==> src/rtl/ps2_host_ctrl.sv <==
// PS/2 host link controller: sequences inbound device frames into the scan-code FIFO
// and sends host command bytes over the open-drain clock/data pull-downs.
module ps2_host_ctrl #(
  parameter int unsigned INHIBIT_CYCLES = 12000,
  parameter int unsigned START_TIMEOUT  = 1500000,
  parameter int unsigned BIT_TIMEOUT    = 8190
) (
  input  logic       clk,
  input  logic       rst,
  input  logic       ps2_edge,
  input  logic       ps2_data,
  input  logic       okay,
  output logic       shift,
  output logic       write,
  output logic       rx_err,
  input  logic       tx_req,
  input  logic [7:0] tx_data,
  output logic       tx_busy,
  output logic       tx_done,
  output logic       tx_err,
  output logic       ps2_clk_oe,
  output logic       ps2_dat_oe
);

  localparam int unsigned TMR_MAX = (START_TIMEOUT > BIT_TIMEOUT) ? START_TIMEOUT : BIT_TIMEOUT;
  localparam int TMR_W = $clog2(TMR_MAX + 1);
  localparam int INH_W = (INHIBIT_CYCLES > 1) ? $clog2(INHIBIT_CYCLES) : 1;
  localparam logic [TMR_W-1:0] START_LAST = TMR_W'(START_TIMEOUT - 1);
  localparam logic [TMR_W-1:0] BIT_LAST   = TMR_W'(BIT_TIMEOUT - 1);
  localparam logic [INH_W-1:0] INH_LAST   = INH_W'(INHIBIT_CYCLES - 1);

  typedef enum logic [3:0] {
    IDLE,
    RX_WAIT,
    RX_CHECK,
    TX_INHIBIT,
    TX_RTS,
    TX_WAIT_START,
    TX_BITS,
    TX_ACK,
    TX_DONE
  } state_e;

  state_e           state_q, state_d;
  logic [3:0]       bit_cnt_q, bit_cnt_d;
  logic [INH_W-1:0] inh_cnt_q, inh_cnt_d;
  logic [TMR_W-1:0] timer_q, timer_d;
  logic [8:0]       tx_sr_q, tx_sr_d;
  logic             err_q, err_d;
  logic             shift_q, shift_d;
  logic             write_q, write_d;
  logic             rx_err_q, rx_err_d;
  logic             clk_oe_q, clk_oe_d;
  logic             dat_oe_q, dat_oe_d;
  logic             timed;

  always_comb begin
    // NOTE: every signal gets its default before the case, so no path can infer a latch.
    state_d   = state_q;
    bit_cnt_d = bit_cnt_q;
    inh_cnt_d = inh_cnt_q;
    tx_sr_d   = tx_sr_q;
    err_d     = err_q;
    dat_oe_d  = dat_oe_q;
    shift_d   = 1'b0;
    write_d   = 1'b0;
    rx_err_d  = 1'b0;
    timer_d   = '0;

    // The ack bit is still inside the frame, so the gap timer also covers TX_ACK.
    timed = (state_q == RX_WAIT) || (state_q == TX_WAIT_START) ||
            (state_q == TX_BITS) || (state_q == TX_ACK);
    if (timed) begin
      if (ps2_edge)            timer_d = '0;
      else if (timer_q == '1)  timer_d = timer_q;
      else                     timer_d = timer_q + 1'b1;
    end

    case (state_q)
      IDLE: begin
        dat_oe_d = 1'b0;
        if (ps2_edge) begin
          shift_d   = 1'b1;
          bit_cnt_d = 4'd1;
          state_d   = RX_WAIT;
        end else if (tx_req) begin
          tx_sr_d   = {~^tx_data, tx_data};
          err_d     = 1'b0;
          inh_cnt_d = '0;
          state_d   = TX_INHIBIT;
        end
      end

      // The 11th shift must land in the shifter before okay is consulted.
      RX_WAIT: begin
        if (bit_cnt_q == 4'd11) begin
          state_d = RX_CHECK;
        end else if (ps2_edge) begin
          shift_d   = 1'b1;
          bit_cnt_d = bit_cnt_q + 1'b1;
        end else if (timer_q == BIT_LAST) begin
          rx_err_d = 1'b1;
          state_d  = IDLE;
        end
      end

      RX_CHECK: begin
        write_d  = okay;
        rx_err_d = ~okay;
        state_d  = IDLE;
      end

      TX_INHIBIT: begin
        if (inh_cnt_q == INH_LAST) begin
          dat_oe_d = 1'b1;
          state_d  = TX_RTS;
        end else begin
          inh_cnt_d = inh_cnt_q + 1'b1;
        end
      end

      TX_RTS: state_d = TX_WAIT_START;

      // Shifting ones in behind the byte makes the 10th edge release the data line.
      TX_WAIT_START, TX_BITS: begin
        if (ps2_edge) begin
          dat_oe_d  = ~tx_sr_q[0];
          tx_sr_d   = {1'b1, tx_sr_q[8:1]};
          bit_cnt_d = (state_q == TX_WAIT_START) ? 4'd1 : bit_cnt_q + 1'b1;
          if (state_q == TX_WAIT_START) state_d = TX_BITS;
          else if (bit_cnt_q == 4'd9)   state_d = TX_ACK;
        end else if ((state_q == TX_WAIT_START) ? (timer_q == START_LAST)
                                                : (timer_q == BIT_LAST)) begin
          dat_oe_d = 1'b0;
          err_d    = 1'b1;
          state_d  = TX_DONE;
        end
      end

      TX_ACK: begin
        if (ps2_edge) begin
          err_d   = ps2_data;
          state_d = TX_DONE;
        end else if (timer_q == BIT_LAST) begin
          err_d   = 1'b1;
          state_d = TX_DONE;
        end
      end

      TX_DONE: state_d = IDLE;

      default: state_d = IDLE;
    endcase

    clk_oe_d = (state_d == TX_INHIBIT) || (state_d == TX_RTS);
  end

  // NOTE: sequential state uses non-blocking assignments so every flop samples pre-edge values.
  always_ff @(posedge clk or negedge rst) begin
    if (!rst) begin
      state_q   <= IDLE;
      bit_cnt_q <= '0;
      inh_cnt_q <= '0;
      timer_q   <= '0;
      tx_sr_q   <= '0;
      err_q     <= 1'b0;
      shift_q   <= 1'b0;
      write_q   <= 1'b0;
      rx_err_q  <= 1'b0;
      clk_oe_q  <= 1'b0;
      dat_oe_q  <= 1'b0;
    end else begin
      state_q   <= state_d;
      bit_cnt_q <= bit_cnt_d;
      inh_cnt_q <= inh_cnt_d;
      timer_q   <= timer_d;
      tx_sr_q   <= tx_sr_d;
      err_q     <= err_d;
      shift_q   <= shift_d;
      write_q   <= write_d;
      rx_err_q  <= rx_err_d;
      clk_oe_q  <= clk_oe_d;
      dat_oe_q  <= dat_oe_d;
    end
  end

  assign shift      = shift_q;
  assign write      = write_q;
  assign rx_err     = rx_err_q;
  assign ps2_clk_oe = clk_oe_q;
  assign ps2_dat_oe = dat_oe_q;
  assign tx_busy    = (state_q == TX_INHIBIT) || (state_q == TX_RTS) ||
                      (state_q == TX_WAIT_START) || (state_q == TX_BITS) ||
                      (state_q == TX_ACK) || (state_q == TX_DONE);
  assign tx_done    = (state_q == TX_DONE);
  assign tx_err     = tx_done & err_q;

endmodule
==> config.mk <==
export PLATFORM = sky130hd
export DESIGN_NAME = ps2_host_ctrl
export DESIGN_NICKNAME = d
export VERILOG_FILES = /design/src/rtl/ps2_host_ctrl.sv
export SDC_FILE = /design/constraint.sdc
export NUM_CORES = 1
export LEC_CHECK = 0
export ABC_CLOCK_PERIOD_IN_PS = 4100
export CORE_ASPECT_RATIO = 0.75
export CORE_MARGIN = 3
export CORE_UTILIZATION = 50
export CTS_CLUSTER_DIAMETER = 200
export CTS_CLUSTER_SIZE = 12
export DETAILED_ROUTE_END_ITERATION = 16
export PLACE_DENSITY = 0.71
export SYNTH_ARGS = -nofsm -noshare
export SYNTH_HDL_FRONTEND = slang
export SYNTH_SLANG_ARGS = --single-unit
==> constraint.sdc <==
create_clock -name clk -period 4.1 [get_ports clk]
set_input_delay 0.82 -clock clk [delete_from_list [all_inputs] [get_ports clk]]
set_output_delay 0.82 -clock clk [all_outputs]
set_load 0.01 [all_outputs]
Yosys cells after proc, flatten, opt, wreduce, memory -nomap -nowiden. Cells that the tools add are included.

Logic and storage cells: 118. Bits in registers: 58. Output and inout bits: 8. Input bits: 14.

Multiplexer cells: 50. Reductions and logical operators: 22. Equal/unequal tests: 29. Bitwise logic cells: 3. $add $sub $neg: 3.

Operators with widths (number): two-way mux 4 bit (17); two-way mux 21 bit (3); equality test 21 bit, second input constant (2); two-way mux 14 bit (3); case mux 14 bit (2 select lines) (1); two-way mux 9 bit (3); case mux 4 bit (6 select lines) (1); adder 21 x 1 -> 21 bit, second input constant (1); equality test 21 x 13 -> 1 bit, second input constant (1); equality test 4 x 3 -> 1 bit, second input constant (5); != test 2 bit, second input constant (10); case mux 9 bit (2 select lines) (1); two-way mux 1 bit (16); adder 14 x 1 -> 14 bit, second input constant (1); equality test 14 bit, second input constant (1); equality test 4 x 2 -> 1 bit, second input constant (3); equality test 4 bit, second input constant (3); case mux 4 bit (3 select lines) (1); logical OR 1 bit (9); nonzero test 3 bit (3); AND reduction 4 bit (2); XNOR reduction 8 bit (1); != test 3 bit, second input constant (2); case mux 1 bit (3 select lines) (2); 12 further kinds (15).

Logic depth before layout (Yosys ltp). Gate-level depths: netlist (run 1).

Depth after elaboration: 7. Gate-level depth with buffers: 7. Mapped depth without buffers: 7.

Worst setup path before layout (run 1). OpenSTA, ideal clock, no wires.

Path type: reg2out. Start: reg state_q[0]. End: out tx_err. Path slack: 1.700 ns. Cell stages (with the launch flop): 5. Data required time: 3.280 ns. Path buffers: 2. Arrival: 1.580 ns. Cells stage by stage: dfrtp_1 buf_2 clkbuf_1 nor4_1 and2_1.

Word-level cells in the longest chain between the ends: 2.

Ends and longest elaborated chain: start: declaration (line 44) `state_e state_q, state_d;`; start signal: assignment (line 173) `state_q <= state_d;`; equality test 4 bit (line 195) `assign tx_done = (state_q == TX_DONE);`; net tx_done (line 19) `output logic tx_done,`; AND 1 bit (line 196) `assign tx_err = tx_done & err_q;`; end: declaration (line 20) `output logic tx_err,`.

The timed path passes the listed nets, and every way through them passes these cells.

Worst setup path in the final report (run 1).
Start: reg state_q[3]. End: out tx_busy.

Word-level cells in the longest chain between the ends: 6. Elaborated cells on any way between the ends: 11. Classes of those cells: eq/ne (6); reduce/logical (5).

Ends and longest elaborated chain: equality test 4 x 2 -> 1 bit or equality test 4 x 3 -> 1 bit (tied branches) (line 192) `assign tx_busy = (state_q == TX_INHIBIT) || (state_q == TX_RTS) ||`; logical OR 1 bit (2 in a row) (line 192); logical OR 1 bit (2 in a row) (line 193) `(state_q == TX_WAIT_START) || (state_q == TX_BITS) ||`; logical OR 1 bit (*) (line 194) `(state_q == TX_ACK) || (state_q == TX_DONE);`; end: declaration (line 18) `output logic tx_busy,`.

Mark *: on every way between the ends. The rest lies on a longest branch, timed or not.

==> impl_metrics.ini, run 1 <==
[floorplan]
coreArea_um2 = 6570
start_util_pct = 53.9
rows = 25
die-area_um2 = 8140
dieHeight_um = 78.9
die_w_um = 103
pin_count = 22

[synth]
yosys.area.top_type = dfrtp_1
synth_area_leaders = dfrtp_1, nand2_1, o21ai_0, nor2_1, mux2i_1
synth_edf_count = 0
synthArstFlopShare_pct = 100
syn_nets = 408
syn-cell-area_um2 = 3540
synthTopCellsByCount = dfrtp_1, nand2_1, nor2_1
ys_seq_elements = 58
synth_ff_type = dfrtp_1
ys_warn_count = 0
synth_cell_types = 68
yosysMostFrequentCell = dfrtp_1
synth.avg_cell_area_um2 = 9.10
synth.top_cell.area_share_pct = 41.0
netlist_instances = 389
seq_area_frac_synth_pct = 41.0

[detailed_routing]
routed_wl_um = 7940
viasPerCell = 6.09
antenna_left = 0
wl_per_cell_um = 16.2
drcViolationCount = 0
vias = 2983
drt-pass1-iter-count = 4
drt-initial-drc-count = 222

[timing]
setup_viol = 0
fin_worst_skew_ps = 10.2
setup_slack_ps = 960
relSlewSlack_pct = 33.3
drv_slew = 0
final.period_utilization_pct = 76.6
fin_crit_ps = 3140
max_clock_freq_mhz = 318
final-hold-violation-count = 0
rsz0062_at_grt = false
worst_pin_slew_ps = 1000
fin_setup_tns_ps = 0

[clock_tree]
clk_pin_slew_ps = 60
htreeDepth = 3
clk-insertion-delay-late_ps = 340
cts_hold_buf = 0
post-cts-setup-buffers = 0
clockBufferDepth = 2
cts_tree = built
ctsResizeCount = 0
numCtsBuffers = 9
cts_root_buf = clkbuf_8
cts_sinks = 58

[setup_path]
cp-start-kind = flip-flop
critPathKind = flip-flop to output pin
critPathMaxFanout = 13
rr_worst_depth = 6
crit_path_end_kind = output pin
required_ps = 3280
arrival_ps = 2320

[finish]
insertedDiodeCount = 0
final_layout_size_suffix_gt1_share_pct = 8.31
area_delta_synth_final_pct = 14.0
nets = 423
instances_no_fill = 490
nFillCells = 577

[worst_hold_path]
hp-class = flip-flop to flip-flop
whs_path_depth = 2

[grt]
grt_pass1_vias = 2874
grt_usage_pct = 21.7
grt_pass1_wl_um = 13900
grt_max_degree = 46
grt_overflow = 0
antenna_found_initial = 0

[power_and_ir_drop]
p_per_area_nw_per_um2 = 550
comb_power_share_pct = 28.7
netSwitchingPower_w = 0.000738
peakVddDrop_uv = 351
seq_power_share_pct = 39.0
swShare_pct = 33.2
clock_power_share_pct = 32.3
power.internal_w = 0.00148
p_leak_nw = 1.74

[placement]
dp_slack_ps = 970
dpl.cell_count = 474
io_buffers = 21
place.gp.congestion = 0.880
dpl.hpwl_um = 5520

[run]
cap_violations = 0

[outcome]
run_status = finished, final reports clean
## metrics by stage
stage	hold WS, ps	total power (W)	utilization [%]	cell area [µm²]
after floorplan	449	0.00133	-	3540
after global placement	467	0.00148	57.4	3770
after detailed placement	475	0.00151	57.4	3770
after CTS	488	0.00223	61.4	4030
after global routing	523	0.00237	61.4	4030
final	484	0.00222	61.4	4030
## cell type report
class	instances	area (µm²)	share of cell area, %
clock buffer	11	141	3.50
tap	81	101	2.51
sequential	58	1450	36.0
clock inverter	5	125	3.10
inverter	9	33.8	0.837
timing repair buffer	25	235	5.83
multi-input combinational	301	1950	48.2
## kinds of logic (layout without fill, tap and decap cells)
| family | count (synthesis) | in the layout | share of synthesized area, % |
|---|---|---|---|
| adders and majority gates | 5 | 5 | 1.77 |
| buffers and inverters | 30 | 50 | 4.03 |
| and+or+nand+nor | 183 | 183 | 29.5 |
| AOI/OAI and AO/OA | 83 | 83 | 15.7 |
| DFF | 58 | 58 | 41.0 |
| xor gates and xnor gates | 18 | 18 | 4.45 |
| muxes | 12 | 12 | 3.53 |
## registers in the layout (all words and copies together) (netlist names)
register / count
timer_q: 21
inh_cnt_q: 14
tx_sr_q: 9
bit_cnt_q: 4
state_q: 4
err_q: 1
ps2_clk_oe: 1
ps2_dat_oe: 1
rx_err: 1
shift: 1
write: 1
## critical path, cell delays in order, from the launching register on
cell and delay (ps):
dfrtp_1 570, inv_1 220, nor4_1 420, o21bai_1 200, clkdlybuf4s50_1 580
## power groups by stage
stage | clock [W] | sequential (W) | combinational (W)
finish | 0.000718 | 0.000865 | 0.000637
global placement | 0 | 0.000867 | 0.000615
floorplan | 0 | 0.000799 | 0.000529
global route | 0.000753 | 0.000890 | 0.000723
detailed placement | 0 | 0.000871 | 0.000637
CTS | 0.000728 | 0.000862 | 0.000644
## final timing paths
kind	start	to	slack (ps)
worst min register to register	tx_sr_q[3]	tx_sr_q[3]	480
worst max-delay path	state_q[3]	tx_busy	960
min in group asynchronous	rst	timer_q[16]	640
worst max register to register	state_q[1]	timer_q[12]	1340
max in group asynchronous	rst	tx_sr_q[0]	2670
worst min-delay path	tx_sr_q[3]	tx_sr_q[3]	480
## cells in the final DEF, fill, tap and decap left out, types with 7 or more instances in the layout
master,n
nor2_1,30
dfrtp_1,58
or3_1,8
clkbuf_8,10
xnor2_1,8
o21ai_0,24
a21oi_1,17
nand2_1,38
nand4_1,13
nand3_1,18
or4_1,9
clkdlybuf4s50_1,20
mux2i_1,11
inv_1,9
xor2_1,10
and3_1,7
nor3_1,13
## layer usage
layer / global-route usage (%) / wire length (µm) / vias to the layer above
met5: 0 / 0 / -
met2: 31.2 / 3450 / 74
met1: 31.8 / 4000 / 1430
met3: 5.62 / 369 / 10
met4: 6.99 / 123 / 0
li1: - / - / 1469
No activity file was read; power rests on OpenSTA's default activity.
==> run 2, diff against run 1 <==
Settings changed: ABC_CLOCK_PERIOD_IN_PS 4100 to 2600, PLACE_DENSITY 0.71 to 0.74.
Clock period 4.1 ns to 2.6 ns, I/O delays scaled along.
==> run 2 against run 1 <==
Sequential share of layout area is 0.69 points lower. Largest power group unchanged. Wire length up 6.8%. Clock skew decreased by 3.0 ps. Critical endpoint unchanged. Final area grew 2.0%. Setup slack lost 780 ps. Final cell count grew 2.0%. Die area unchanged. Sequential cell count is the same. Worst hold slack got worse by 300 ps. Core utilization up 1.2 points.
==> impl_metrics.ini, run 2 (synthesized netlist as in run 1, its figures left out) <==
[floorplan]
coreArea_um2 = 6570
die_w_um = 103
pin_count = 22
rows = 25
start_util_pct = 53.9
dieHeight_um = 78.9
die-area_um2 = 8140

[finish]
instances_no_fill = 500
mostFrequentLayoutCells = dfrtp_1, nand2_1, nor2_1, o21ai_0, clkdlybuf4s50_1
area_delta_synth_final_pct = 16.2
largest-register = timer_q
multi_input_area_um2 = 1950
largest_reg_flops = 21
final_common_cell = dfrtp_1
final_layout_size_suffix_gt1_share_pct = 11.0
final_core_util_pct = 62.6
regArea_um2 = 1450
reg_top3 = timer_q (21), inh_cnt_q (14), tx_sr_q (9)
nFillCells = 548
nets = 433
insertedDiodeCount = 0

[detailed_routing]
drcViolationCount = 0
drt-pass1-iter-count = 5
drt-initial-drc-count = 226
antenna_left = 0
routed_wl_um = 8480
vias = 3120
viasPerCell = 6.24
wl_per_cell_um = 17.0

[outcome]
run_status = finished, final reports clean

[setup_path]
cp-start-kind = flip-flop
crit_path_end_kind = output pin
arrival_ps = 1900
cp_top_family = buffers and inverters
critPathBufInv = 1
reg2reg_from = timer_q[0]
slowest_stage = clkdlybuf4s50_1
critPathKind = flip-flop to output pin
cp_cell_sequence = nor4_2 > o21bai_1 > clkdlybuf4s50_1
critPathMaxFanout = 3
required_ps = 2080
cpPeakStageDelay_ps = 560
cp-startpoint = state_q[0]

[power_and_ir_drop]
p_per_area_nw_per_um2 = 852
peakVddDrop_uv = 584
p_leak_nw = 1.79

[placement]
dpl.hpwl_um = 6160
place.gp.congestion = 0.880
io_buffers = 21
dpl.cell_count = 484

[clock_tree]
clk_pin_slew_ps = 70
cts_root_buf = clkbuf_8
htreeDepth = 3
numCtsBuffers = 9
cts_sinks = 58
cts_tree = built
clk-insertion-delay-late_ps = 340
clockBufferDepth = 2
post-cts-setup-buffers = 0

[timing]
drv_slew = 0
fin_worst_skew_ps = 7.21
max_clock_freq_mhz = 413
setup_viol = 0
fin_crit_ps = 2420
final.period_utilization_pct = 93.2
rsz0062_at_grt = false
final-hold-violation-count = 0
fin_setup_tns_ps = 0
hold_ws_ps = 182
relSlewSlack_pct = 56.3
worst_pin_slew_ps = 654

[worst_hold_path]
hp-class = input port to async pin

[grt]
grt_usage_pct = 23.2
grt_pass1_vias = 2984
antenna_found_initial = 0
grt_overflow = 0
grt_max_degree = 35
grt_pass1_wl_um = 14800

[run]
cap_violations = 0
## run 2: cell count changes in the layout (fill, tap and decap cells not counted)
cell / delta
buf_4: +9
buf_12: +1
bufinv_16: -1
clkbuf_1: -1
clkbuf_8: +1
clkinv_2: +1
nor4_1: -1
nor4_2: +1
## run 2: worst register-to-register path, stage by stage (launching register included)
cell     delay [ps]
dfrtp_1         470
ha_1            220
nor4b_1         270
nand4_1         190
o21ai_0         480
o21ai_0         190
a211o_1         330
## run 2: through the flow
stage | setup slack, ps | total power, W | cell area [µm²]
floorplan | 500 | 0.00209 | 3540
global placement | 337 | 0.00240 | 3850
detailed placement | 289 | 0.00246 | 3850
CTS | 11.8 | 0.00351 | 4110
global route | 45.5 | 0.00375 | 4110
finish | 176 | 0.00350 | 4110
## run 2: final timing paths
kind / to / slack (ps) / cells past startpoint
worst max-delay path: tx_busy / 180 / 3
worst min-delay path: timer_q[3] / 180 / 1
worst max register to register: state_q[0] / 320 / 6
worst min register to register: tx_sr_q[3] / 500 / 2
max in group asynchronous: tx_sr_q[0] / 1830 / 2
min in group clk: tx_sr_q[3] / 500 / 2
## run 2: metal layers
layer / up-vias / wire, µm / track usage, %
li1: 1489 / - / -
met1: 1511 / 4150 / 35.0
met2: 112 / 3700 / 32.9
met3: 8 / 578 / 6.32
met4: 0 / 55 / 5.43
met5: - / 0 / 0
## run 2: repair_timing
item                                    4_1_cts  5_1_grt
gates resized for setup                       0        1
hold buffers                                  0        0
endpoints found under the setup margin        0        2
## run 2: where the power goes
group | leakage, nW | internal [W] | switching, W
clock network | 0.129 | 0.000685 | 0.000362
logic | 0.882 | 0.000527 | 0.000647
registers | 0.778 | 0.00110 | 0.000178
## run 2: layout make-up
cell class              instances  area share (%)
repair buffers                 35            7.85
inverters                       9           0.821
well taps                      81            2.46
clock inverters                 5            2.43
flip-flops and latches         58            35.3
multi-input cells             301            47.5
clock buffers                  11            3.68
==> run 3, diff against run 2 <==
Settings changed: SLEW_MARGIN set to 0.
==> results of run 3 <==
Final layout, timing and power as in run 2 (identical DEF).
